==> src/rtl/fetch_stage.sv <==
// fetch_stage: PC/instruction-fetch front end with valid/ready output register, redirect flush and halt
module fetch_stage #(
  parameter logic [15:0] RESET_PC    = 16'h0000,
  parameter logic [15:0] PC_STEP     = 16'd2,
  parameter logic [3:0]  HALT_OPCODE = 4'hF
) (
  input  logic        clk,
  input  logic        reset,
  output logic [15:0] imem_addr,
  input  logic [15:0] imem_data,
  input  logic        redirect_valid,
  input  logic [15:0] redirect_pc,
  output logic        out_valid,
  input  logic        out_ready,
  output logic [15:0] out_instruction,
  output logic [15:0] out_pc,
  output logic        halted,
  output logic [15:0] fetch_count
);
  typedef enum logic {FETCH, HALTED} state_t;
  state_t state, state_next;
  logic [15:0] pc;
  logic capture;
  assign imem_addr = pc;
  assign halted = state == HALTED;
  assign capture = state == FETCH && !redirect_valid && (!out_valid || out_ready);
  always_comb begin
    state_next = state;
    state_next = redirect_valid ? FETCH
               : (capture && imem_data[15:12] == HALT_OPCODE) ? HALTED : state;
  end
  always_ff @(posedge clk or posedge reset) begin
    if (reset) begin
      state           <= FETCH;
      pc              <= RESET_PC;
      out_valid       <= 1'b0;
      out_instruction <= '0;
      out_pc          <= '0;
      fetch_count     <= '0;
    end else begin
      state <= state_next;
      if (redirect_valid) begin
        pc        <= {redirect_pc[15:1], 1'b0};
        out_valid <= 1'b0;
      end else if (capture) begin
        out_instruction <= imem_data;
        out_pc          <= pc;
        out_valid       <= 1'b1;
        pc              <= pc + PC_STEP;
        if (fetch_count != 16'hFFFF) fetch_count <= fetch_count + 16'd1;
      end else if (out_ready) begin
        out_valid <= 1'b0;
      end
    end
  end
endmodule
==> config.mk <==
export PLATFORM = sky130hd
export DESIGN_NAME = fetch_stage
export DESIGN_NICKNAME = d
export VERILOG_FILES = /design/src/rtl/fetch_stage.sv
export SDC_FILE = /design/constraint.sdc
export NUM_CORES = 1
export LEC_CHECK = 0
export CORE_ASPECT_RATIO = 0.8
export CORE_MARGIN = 8
export CORE_UTILIZATION = 45
export DETAILED_ROUTE_END_ITERATION = 12
export PLACE_DENSITY = 0.8
export SLEW_MARGIN = 5
export SYNTH_ARGS = -nofsm -noshare
export SYNTH_HDL_FRONTEND = slang
export SYNTH_SLANG_ARGS = --single-unit
==> constraint.sdc <==
create_clock -name clk -period 2.8 [get_ports clk]
set_input_delay 0.56 -clock clk [delete_from_list [all_inputs] [get_ports clk]]
set_output_delay 0.56 -clock clk [all_outputs]
set_load 0.005 [all_outputs]
==> out/results.ini <==
[status]
outcome = complete, no violations

[clocking]
clock-sinks = 64
cts_setup_buffers = 0
ctsHoldBuffers = 0
ctsResizeCount = 0
cts_buffer_depth = 2
htreeDepth = 3
clk_latency_ps = 340
numCtsBuffers = 9
cts_tree = built
clk_pin_slew_ps = 70
clockRootBuffer = clkbuf_8

[sta]
fmax_mhz = 466
timing.final.ws_setup_ps = 653
finalCritPeriodShare_pct = 76.7
clock_skew_ps = 5.91
tns_ps = 0
final_hold_viol_count = 0
rsz0062_at_grt = no
slew_violations = 0
finalSetupViolCount = 0
layout_min_cycle_time_ps = 2150

[drt]
vias = 2423
firstDrtPassIters = 4
drtIter0Drc = 115
routed_wl_mm = 7.63
wl_per_cell_microns = 16.8
route.detailed.drc = 0
postRouteAntennaNets = 0
viasPerCell = 5.33

[worst_setup_path]
path_max_fanout = 8
path_class = in -> reg
cp.arrival_ps = 2400
endpoint_kind = flip-flop
worstPathRequired_ps = 3060
start_kind = input pin

[logic_synthesis]
post-synth-top-count-cell = dfrtp_1
ys_ff_latch = 64
synth_area_leader_cell = dfrtp_1
synth-edff-count = 0
synth_top_area_share_pct = 54.0
yosysWarnings = 0
synth_ff_type = dfrtp_1
synth_area_leaders = dfrtp_1, mux2_2, nand2_1, xor2_1, o21ai_0
ys_async_sr_fraction_pct = 100
yosysUniqueCellTypes = 44
ys_seq_area_share_pct = 54.0
avgSynthCellArea_sq_um = 11.3
netlist_instances = 263
syn_area_sq_um = 2970
synthTopCellsByCount = dfrtp_1, mux2_2, nand2_1, o21ai_0, nor2_1

[layout]
nets = 405
finalNonFillerCells = 455
drive_gt1_share_pct = 15.6
regArea_sq_um = 1600
n_antenna_cell = 0
fillers = 519
multi_input_area_sq_um = 1260
area_delta_synth_final_pct = 43.7
finish.utilization_pct = 66.8

[place]
dp_hpwl_mm = 5.58
routabilityCongestion = 0.833
dp_slack_ps = 318
place_inst = 440
port_buffers = 98

[floorplan]
die-area_sq_um = 9460
rows = 26
boundaryPins = 102
fp.dieW_microns = 107
die_h_microns = 88.6
start_util_pct = 46.5
core_area_sq_um = 6380

[global_routing]
antenna_found_initial = 0
grt_overflow = 0
grt_pass1_wl_mm = 12.2
grt_max_degree = 65
first_global_vias = 2375
grt_use_total_pct = 16.6

[pwr]
power_density_nw_per_um2 = 649
irDropWorstVdd_mv = 0.491
p_leak_nw = 1.77
power_w = 0.00277

[run]
max-cap-violations = 0

[min_path]
hold_path_class = reg -> reg

worst paths after layout:
check                           from         endpoint  slack [ps]  cells after the start
max in group asynchronous      reset  fetch_count[12]        1920                      3
min in group asynchronous      reset  fetch_count[15]         600                      3
hold / removal             out_pc[9]        out_pc[9]         480                      2
setup reg to reg              halted    imem_addr[10]         890                      3
setup / recovery           out_ready    imem_addr[10]         650                      5
hold reg to reg            out_pc[9]        out_pc[9]         480                      2
registers in the layout, summed over array words and instances, names as in the netlist:
signal           flops
out_pc              15
halted               1
fetch_count         16
imem_addr           15
out_instruction     16
out_valid            1
cells by family after synthesis:
kind of cell | count (synthesis) | synth area share, %
buffers and inverters | 24 | 3.71
other | 1 | 0.126
DFF | 64 | 54.0
and+or+nand+nor | 82 | 15.6
adders and majority gates | 2 | 0.843
xor gates and xnor gates | 16 | 4.72
muxes | 32 | 12.0
AOI/OAI and AO/OA | 42 | 8.98
critical path, stage by stage:
cell and delay (ps):
clkdlybuf4s50_1 520, nor2b_4 80, or4_4 560, or4_1 490
a31oi_1 190
layer usage:
metal,routed length [microns],vias to the layer above,track usage [%],part of all wire (%)
li1,-,1161,-,-
met2,3480,86,25.4,46
met4,99,0,5.61,1.3
met1,3440,1167,20.7,45
met5,0,-,0,0
met3,609,9,7.06,8.0
metrics by stage:
step | instance area, sq um | hold WS, ps
6_report | 4260 | 481
3_5_place_dp | 4060 | 469
3_3_place_gp | 4060 | 466
2_1_floorplan | 2970 | 473
4_1_cts | 4260 | 484
5_1_grt | 4260 | 513
cells in the final DEF (no fill, tap or decap), drive strengths merged, types with 2 or more instances in the layout:
master,count
or4,4
mux2,29
mux2i,3
dfrtp,64
a31oi,5
ha,2
o31ai,2
nor3,2
conb,2
clkdlybuf4s50,98
nor4,4
inv,9
nand4,7
o21ai,13
or3,2
nor2,12
a21boi,2
nand2b,2
a21oi,6
xnor2,6
xor2,10
nor4b,5
buf,8
clkbuf,12
or2,2
nand2,24
nand3,8
clkinv,3
a211oi,8
and4,5
power breakdown:
group / internal, W / switching, W / total (W)
clock: 0.000476 / 0.000344 / 0.000820
sequential: 0.00108 / 0.000153 / 0.00123
combinational: 0.000458 / 0.000256 / 0.000714
final cells by class:
type,instances,area share (%)
repair buffers,106,24.7
flip-flops and latches,64,37.6
well taps,84,2.47
clock buffers,12,3.88
clock inverters,3,0.940
inverters,10,0.881
multi-input cells,176,29.5
Note: power is estimated with default switching activity, not from simulation.
